==> config.mk <==
export PLATFORM = sky130hd
export DESIGN_NAME = wb_stage
export DESIGN_NICKNAME = d
export VERILOG_FILES = /design/src/rtl/wb_stage.sv
export SDC_FILE = /design/constraint.sdc
export NUM_CORES = 1
export LEC_CHECK = 0
export CORE_ASPECT_RATIO = 0.8
export CORE_UTILIZATION = 25
export CTS_BUF_LIST = sky130_fd_sc_hd__clkbuf_16
export DETAILED_ROUTE_END_ITERATION = 10
export GPL_TIMING_DRIVEN = 0
export PLACE_DENSITY = 0.6
export SLEW_MARGIN = 20
export SYNTH_ARGS = -nofsm -noshare
export SYNTH_HDL_FRONTEND = slang
export SYNTH_SLANG_ARGS = --single-unit
==> constraint.sdc <==
create_clock -name Clock -period 1.65 [get_ports Clock]
set_input_delay 0.33 -clock Clock [delete_from_list [all_inputs] [get_ports Clock]]
set_output_delay 0.33 -clock Clock [all_outputs]
set_load 0.01 [all_outputs]
==> src/rtl/wb_stage.sv <==
// Writeback stage: registers MEM/WB, aligns and extends big-endian load data,
// and owns HI/LO with a two-state interlock against the multi-cycle multiplier.
module wb_stage (
  input  logic        Clock,
  input  logic        Reset,
  input  logic        Valid,
  input  logic        RegWriteIn,
  input  logic        MemtoReg,
  input  logic [4:0]  RAddrIn,
  input  logic [31:0] ALUResult,
  input  logic [31:0] MemData,
  input  logic [1:0]  LoadSize,
  input  logic        LoadSigned,
  input  logic [1:0]  ByteOffset,
  input  logic        MulStart,
  input  logic        MulDone,
  input  logic [31:0] MulHi,
  input  logic [31:0] MulLo,
  input  logic        MfHi,
  input  logic        MfLo,
  output logic        RegWrite,
  output logic [4:0]  RAddr,
  output logic [31:0] RData,
  output logic        Stall
);

  typedef enum logic [0:0] {IDLE = 1'b0, BUSY = 1'b1} state_t;

  state_t      state;
  state_t      state_next;
  logic [31:0] hi;
  logic [31:0] lo;
  logic        busy;
  logic        accept;
  logic        mul_accept;
  logic        write_en;
  logic [31:0] wdata;

  function automatic logic [31:0] align_load(input logic [31:0] d, input logic [1:0] size,
                                             input logic sgn, input logic [1:0] off);
    logic [15:0] h;
    logic [7:0]  b;
    logic [31:0] r;
    h = off[1] ? d[15:0] : d[31:16];
    case (off)
      2'd0:    b = d[31:24];
      2'd1:    b = d[23:16];
      2'd2:    b = d[15:8];
      2'd3:    b = d[7:0];
      default: b = d[7:0];
    endcase
    case (size)
      2'b01:   r = {{16{sgn & h[15]}}, h};
      2'b10:   r = {{24{sgn & b[7]}}, b};
      default: r = d;
    endcase
    return r;
  endfunction

  assign busy       = (state == BUSY);
  assign Stall      = Valid & busy & ~MulDone & (MfHi | MfLo | MulStart);
  assign accept     = Valid & ~Stall;
  assign mul_accept = accept & MulStart;
  assign write_en   = (RegWriteIn | MfHi | MfLo) & (RAddrIn != 5'd0);

  // Next-state logic for the multiplier tracker
  always_comb begin
    state_next = state;
    case (state)
      IDLE: begin
        if (mul_accept) state_next = BUSY;
        else            state_next = IDLE;
      end
      BUSY: begin
        if (MulDone) state_next = mul_accept ? BUSY : IDLE;
        else         state_next = BUSY;
      end
      default: state_next = IDLE;
    endcase
  end

  // Write-data select: HI/LO (with same-cycle bypass), then load, then ALU
  always_comb begin
    wdata = ALUResult;
    if (MfHi)          wdata = (MulDone && busy) ? MulHi : hi;
    else if (MfLo)     wdata = (MulDone && busy) ? MulLo : lo;
    else if (MemtoReg) wdata = align_load(MemData, LoadSize, LoadSigned, ByteOffset);
    else               wdata = ALUResult;
  end

  // State register and HI/LO capture; a MulDone seen outside BUSY is dropped
  always_ff @(posedge Clock) begin
    if (Reset) begin
      state <= IDLE;
      hi    <= 32'd0;
      lo    <= 32'd0;
    end else begin
      state <= state_next;
      if (busy && MulDone) begin
        hi <= MulHi;
        lo <= MulLo;
      end
    end
  end

  // Register-file write port; address/data hold while stalled or invalid
  always_ff @(posedge Clock) begin
    if (Reset) begin
      RegWrite <= 1'b0;
      RAddr    <= 5'd0;
      RData    <= 32'd0;
    end else if (accept) begin
      RegWrite <= write_en;
      RAddr    <= RAddrIn;
      RData    <= wdata;
    end else begin
      RegWrite <= 1'b0;
    end
  end

endmodule

==> flow_metrics.py, run 1 <==
metrics = {
    "global_routing": {
        "antenna_found_initial": 0,
        "grt-ovfl-total": 0,
        "grt_start_max_net_pins": 17,
        "grt_pass1_wl_um": 31300,
        "grt_use_total": 0.196,
        "grt_pass1_vias": 5231,
    },
    "sta": {
        "finClkSkew_ns": 0.00621,
        "setup_viol": 3,
        "fin_setup_tns_ns": -0.105,
        "rsz0062_at_grt": "yes",
        "hold_violations": 0,
        "timing.hold.ws_ns": 0.449,
        "slew_violations": 0,
        "worst_pin_slew_ns": 0.688,
        "max_slew_margin": 0.542,
        "period_share": 1.03,
        "fin_crit_ns": 1.70,
        "fin_ws_ns": -0.0480,
        "clock.fmax_mhz": 589,
    },
    "die": {
        "dieWidth_um": 164,
        "num_rows": 47,
        "start_util": 0.255,
        "pin_count": 186,
        "die_h_um": 132,
        "core_um2": 20600,
        "die-area_um2": 21600,
    },
    "power": {
        "combPwrFrac": 0.233,
        "p_sw_mw": 1.74,
        "sw_frac_of_total": 0.278,
        "p_int_mw": 4.51,
        "pwr-share-seq": 0.421,
        "power_mw": 6.24,
        "vdd_drop_max_uv": 479,
        "power_leakage_nw": 3.21,
        "power_density_nw_per_um2": 762,
        "clock_power_share": 0.345,
    },
    "route": {
        "drc": 0,
        "first_pass_iters": 9,
        "wl_um": 21400,
        "drtIter0Drc": 424,
        "drt-wirelength-per-cell_um": 20.1,
        "vias": 5245,
        "vias_per_cell": 4.94,
        "postRouteAntennaNets": 0,
    },
    "layout": {
        "final_common_cell": "clkdlybuf4s50_1",
        "drive_above_1_share": 0.198,
        "fillers": 2083,
        "most-common-layout-cells": "clkdlybuf4s50_1, dfxtp_1, nor2_1",
        "utilization": 0.397,
        "syn_to_final_growth_pct": 55.6,
        "fin_nets": 937,
        "antennaDiodeCount": 0,
    },
    "synthesis": {
        "synthArstFlopShare": 0,
        "synthCells": 577,
        "avgSynthCellArea_um2": 9.12,
        "synth_top_family_by_area": "compound AO/OA/AOI/OAI gates",
        "seq_area_frac_synth": 0.392,
        "synthAdderAreaFrac": 0.00475,
        "ys_warn_count": 0,
        "syn-cell-area_um2": 5270,
        "synthFlopType": "dfxtp_1",
        "synth_nets": 726,
        "synth_edf_count": 0,
        "synth-simple-area-share": 0.189,
        "ys_types": 47,
        "synth_compound_area_frac": 0.210,
        "synth-xor-area-share": 0,
        "synth-seq-cells": 103,
        "muxShareOfSynthArea": 0.159,
    },
    "run_status": {
        "status": "complete, but fails checks",
        "violations": "negative setup slack",
    },
    "critical_path": {
        "r2r_cells": 7,
        "worst-path-buf-inv": 2,
        "crit_chain": "clkdlybuf4s15_2, buf_6, mux2_2, a222oi_1, o21a_1, nor3_1",
        "cp-end-kind": "flop",
        "crit_type": "primary input to flop",
        "worstPathArrival_ns": 1.94,
        "cp_slowest_stage_delay_ns": 0.60,
        "crit_family": "compound AO/OA/AOI/OAI gates",
        "start_kind": "primary input",
        "path_max_fanout": 5,
        "cp.depth": 6,
        "critPathRequiredTime_ns": 1.89,
        "cp_slowest_cell": "a222oi_1",
    },
    "place": {
        "routabilityCongestion": 0.860,
        "preCtsSetupSlack_ns": -0.948,
        "dp_hpwl_um": 16400,
        "port_buffers": 184,
    },
    "clock_network": {
        "clk_latency_ns": 0.36,
        "htreeDepth": 3,
        "cts_buffer_depth": 2,
        "root_buffer": "clkbuf_16",
        "hold_buffers": 0,
        "cts_tree": "yes",
        "clock_sinks": 103,
        "numCtsBuffers": 9,
        "path_clk_slew_ns": 0.07,
    },
    "min_path": {
        "hold_depth": 3,
        "hold_class": "primary input to flop",
    },
    "run": {
        "maxCapViolCount": 0,
    },
}
==> synth_stat cells, drive strengths merged, types with 2 or more instances <==
library cell,count,area [um^2]
nand2,27,109
clkbuf,28,105
mux2,40,454
a211o,2,17.5
nand3,2,10.0
nor2,62,233
mux2i,36,360
o31ai,15,113
a222oi,7,70.1
nor3,12,71.3
a311oi,9,78.8
a21oi,56,280
o21a,8,60.1
nor2b,55,344
o211ai,2,20.0
dfxtp,103,2060
a221oi,7,61.3
a21o,2,15.0
ha,2,25.0
inv,3,11.3
nand2b,6,37.5
o21ai,10,53.8
a211oi,29,218
nor3b,3,27.5
nand3b,15,113
a2111oi,3,26.3
o2111ai,7,61.3
buf,18,125
==> worst paths after layout <==
path                                     from        end  slack (ns)
worst min register to register       RAddr[2]   RAddr[2]        0.46
worst max-delay path            ByteOffset[1]   RData[4]       -0.05
worst max register to register           busy  RData[10]       -0.01
worst min-delay path                 MulStart       busy        0.45
==> cell families (layout without fill, tap and decap cells) <==
kind of cell	count (synthesis)	in the layout
AND/OR/NAND/NOR	187	187
buffers and inverters	49	265
AO/OA/AOI/OAI	159	159
adder cells (fa/ha/maj)	2	2
multiplexers	77	77
flip-flops	103	103
==> state kept, by name, summed over array words and instances, names as in the netlist <==
signal	flops
busy	1
RegWrite	1
RAddr	5
lo	32
hi	32
RData	32
==> metrics by stage <==
stage                     area (um^2)  std cells
after floorplan                  5280        577
after global placement           7460       1030
after detailed placement         7460       1030
after CTS                        7920       1054
after global routing             8190       1062
final                            8190       1062
==> timing repair <==
item,CTS,global route
cloned,1,0
setup endpoints to repair,85,46
setup buffers,8,8
resized for setup,62,68
hold endpoints to repair,0,0
pin swaps,14,33
==> power by group through the flow <==
stage | registers, mW | clock network (mW) | logic (mW)
5_1_grt | 2.64 | 2.28 | 1.55
6_report | 2.63 | 2.16 | 1.46
3_3_place_gp | 2.68 | 0 | 1.33
2_1_floorplan | 2.70 | 0 | 0.577
4_1_cts | 2.63 | 2.22 | 1.38
3_5_place_dp | 2.68 | 0 | 1.33
==> worst reg2reg max path: cells and delay by family, from the launching register on <==
kind,cells,cell delay (ns)
flip-flops,1,0.39
AND/OR/NAND/NOR,1,0.08
AO/OA/AOI/OAI,3,0.63
multiplexers,1,0.19
buffers and inverters,2,0.30
==> layout make-up <==
class,instances,area (um^2),area share
buffer,45,294,0.0359
tap,269,337,0.0411
clock inverter,7,66.3,0.00809
clock buffer,9,225,0.0275
inverter,3,17.5,0.00214
multi-input combinational,425,3200,0.391
sequential,103,2070,0.252
timing repair buffer,201,1990,0.243
==> layer usage <==
layer	GRT usage	vias to the layer above	share of wire
li1	-	2532	-
met5	0	-	0
met2	0.299	196	0.44
met3	0.0409	27	0.068
met1	0.271	2490	0.47
met4	0.0720	0	0.025
No activity file was read; power rests on OpenSTA's default activity.
==> inputs of run 2 (changes only) <==
--- a/config.mk
+++ b/config.mk
@@ -11,6 +11,7 @@
 export DETAILED_ROUTE_END_ITERATION = 10
 export GPL_TIMING_DRIVEN = 0
 export PLACE_DENSITY = 0.6
+export SKIP_LAST_GASP = 1
 export SLEW_MARGIN = 20
 export SYNTH_ARGS = -nofsm -noshare
 export SYNTH_HDL_FRONTEND = slang
==> flow_metrics.py, run 2 (synthesized netlist as in run 1, its figures left out) <==
metrics = {
    "layout": {
        "utilization": 0.395,
        "largestRegisters": "RData x32, hi x32, lo x32",
        "most-common-layout-cells": "clkdlybuf4s50_1, dfxtp_1, nor2_1",
        "fillers": 2082,
        "antennaDiodeCount": 0,
        "final_common_cell": "clkdlybuf4s50_1",
        "syn_to_final_growth_pct": 54.8,
        "fin_nets": 933,
        "drive_above_1_share": 0.196,
    },
    "route": {
        "drt-wirelength-per-cell_um": 20.1,
        "first_pass_iters": 8,
        "wl_um": 21300,
        "vias_per_cell": 4.94,
        "vias": 5228,
        "drc": 0,
        "drtIter0Drc": 400,
        "postRouteAntennaNets": 0,
    },
    "die": {
        "die-area_um2": 21600,
        "start_util": 0.255,
        "core_um2": 20600,
        "num_rows": 47,
        "pin_count": 186,
        "die_h_um": 132,
        "dieWidth_um": 164,
    },
    "critical_path": {
        "r2r_cells": 7,
        "r2r_end": "RData[10]",
        "start_kind": "primary input",
        "crit_type": "primary input to flop",
        "crit_chain": "clkdlybuf4s50_1, mux2_2, a222oi_1, o21a_1, nor3_2",
        "critPathRequiredTime_ns": 1.89,
        "crit_family": "compound AO/OA/AOI/OAI gates",
        "reg2reg_slack_ns": 0.01,
        "r2r-start": "busy",
        "cp_slowest_cell": "a222oi_1",
        "worstPathArrival_ns": 1.94,
        "worst-path-buf-inv": 1,
        "cp-end-kind": "flop",
        "path_max_fanout": 2,
        "cp_slowest_stage_delay_ns": 0.52,
    },
    "clock_network": {
        "clock_sinks": 103,
        "clk_latency_ns": 0.36,
        "numCtsBuffers": 9,
        "hold_buffers": 0,
        "cts_buffer_depth": 2,
        "path_clk_slew_ns": 0.07,
        "htreeDepth": 3,
        "cts_tree": "yes",
        "root_buffer": "clkbuf_16",
    },
    "min_path": {
        "hold_end": "busy",
        "worstHoldStart": "MulStart",
        "hold_class": "primary input to flop",
        "hold_depth": 3,
    },
    "sta": {
        "rsz0062_at_grt": "yes",
        "timing.hold.ws_ns": 0.448,
        "finClkSkew_ns": 0.00772,
        "fin_ws_ns": -0.0518,
        "slew_violations": 0,
        "period_share": 1.03,
        "setup_viol": 4,
        "clock.fmax_mhz": 588,
        "fin_crit_ns": 1.70,
        "max_slew_margin": 0.548,
        "fin_setup_tns_ns": -0.162,
        "hold_violations": 0,
        "worst_pin_slew_ns": 0.678,
    },
    "global_routing": {
        "grt_use_total": 0.196,
        "grt_pass1_vias": 5230,
        "grt_pass1_wl_um": 31300,
        "grt-ovfl-total": 0,
        "grt_start_max_net_pins": 17,
        "antenna_found_initial": 0,
    },
    "run_status": {
        "violations": "negative setup slack",
        "status": "complete, but fails checks",
    },
    "power": {
        "vdd_drop_max_uv": 478,
        "power_density_nw_per_um2": 766,
        "power_leakage_nw": 3.17,
    },
    "place": {
        "port_buffers": 184,
        "preCtsSetupSlack_ns": -0.948,
        "dp_hpwl_um": 16400,
        "routabilityCongestion": 0.860,
    },
    "run": {
        "maxCapViolCount": 0,
    },
}
-- run 2: changes by cell type in the layout (fill, tap and decap cells not counted) --
cell      before  now
mux2i_4        3    2
buf_6          8    9
buf_12         3    2
a221oi_1       2    3
mux2i_1       30   27
mux2i_2        3    7
a221oi_2       5    4
buf_4         17   13
-- run 2: stage by stage --
| step | cell area, um^2 | power, mW | cells |
|---|---|---|---|
| after floorplan | 5280 | 3.28 | 577 |
| after global placement | 7460 | 4.01 | 1030 |
| after detailed placement | 7460 | 4.01 | 1030 |
| after CTS | 7920 | 6.23 | 1054 |
| after global routing | 8150 | 6.46 | 1058 |
| final | 8150 | 6.24 | 1058 |
-- run 2: worst max-delay path by stage --
stage	from	endpoint	cells past startpoint
global placement	LoadSize[0]	RData[2]	9
finish	MemData[25]	RData[1]	5
CTS	busy	RData[10]	7
global route	busy	RData[10]	7
detailed placement	MfHi	RData[13]	6
floorplan	LoadSize[0]	RData[1]	8
-- run 2: cell type report --
type / instances / area, um^2 / area share
Multi-Input combinational cell: 425 / 3200 / 0.392
Sequential cell: 103 / 2070 / 0.253
Timing Repair Buffer: 197 / 1960 / 0.240
Tap cell: 269 / 337 / 0.0413
Buffer: 45 / 285 / 0.0350
Clock buffer: 9 / 225 / 0.0276
Clock inverter: 7 / 66.3 / 0.00814
Inverter: 3 / 17.5 / 0.00215
-- run 2: tightest hold or removal path, delay by kind of cell --
kind                   cells  cell delay [ns]
and+or+nand+nor            1             0.09
buffers and inverters      1             0.28
AOI/OAI and AO/OA          1             0.06
-- run 2: what timing repair did --
item	4_1_cts	5_1_grt
setup buffers	8	4
endpoints found under the setup margin	85	46
cloned	1	0
gates resized for setup	62	67
pin swaps	13	35
-- run 2: where the power goes --
part	total [mW]	switching, mW	internal, mW
clock network	2.16	0.991	1.17
logic	1.45	0.699	0.750
registers	2.63	0.0477	2.58
total	6.24	1.74	4.50
-- run 2: routing by layer --
layer | track usage | wire length [um] | vias to the layer above
met5 | 0 | 0 | -
met4 | 0.0720 | 536 | 0
met3 | 0.0409 | 1730 | 29
met2 | 0.299 | 9320 | 225
met1 | 0.271 | 9730 | 2448
li1 | - | - | 2526
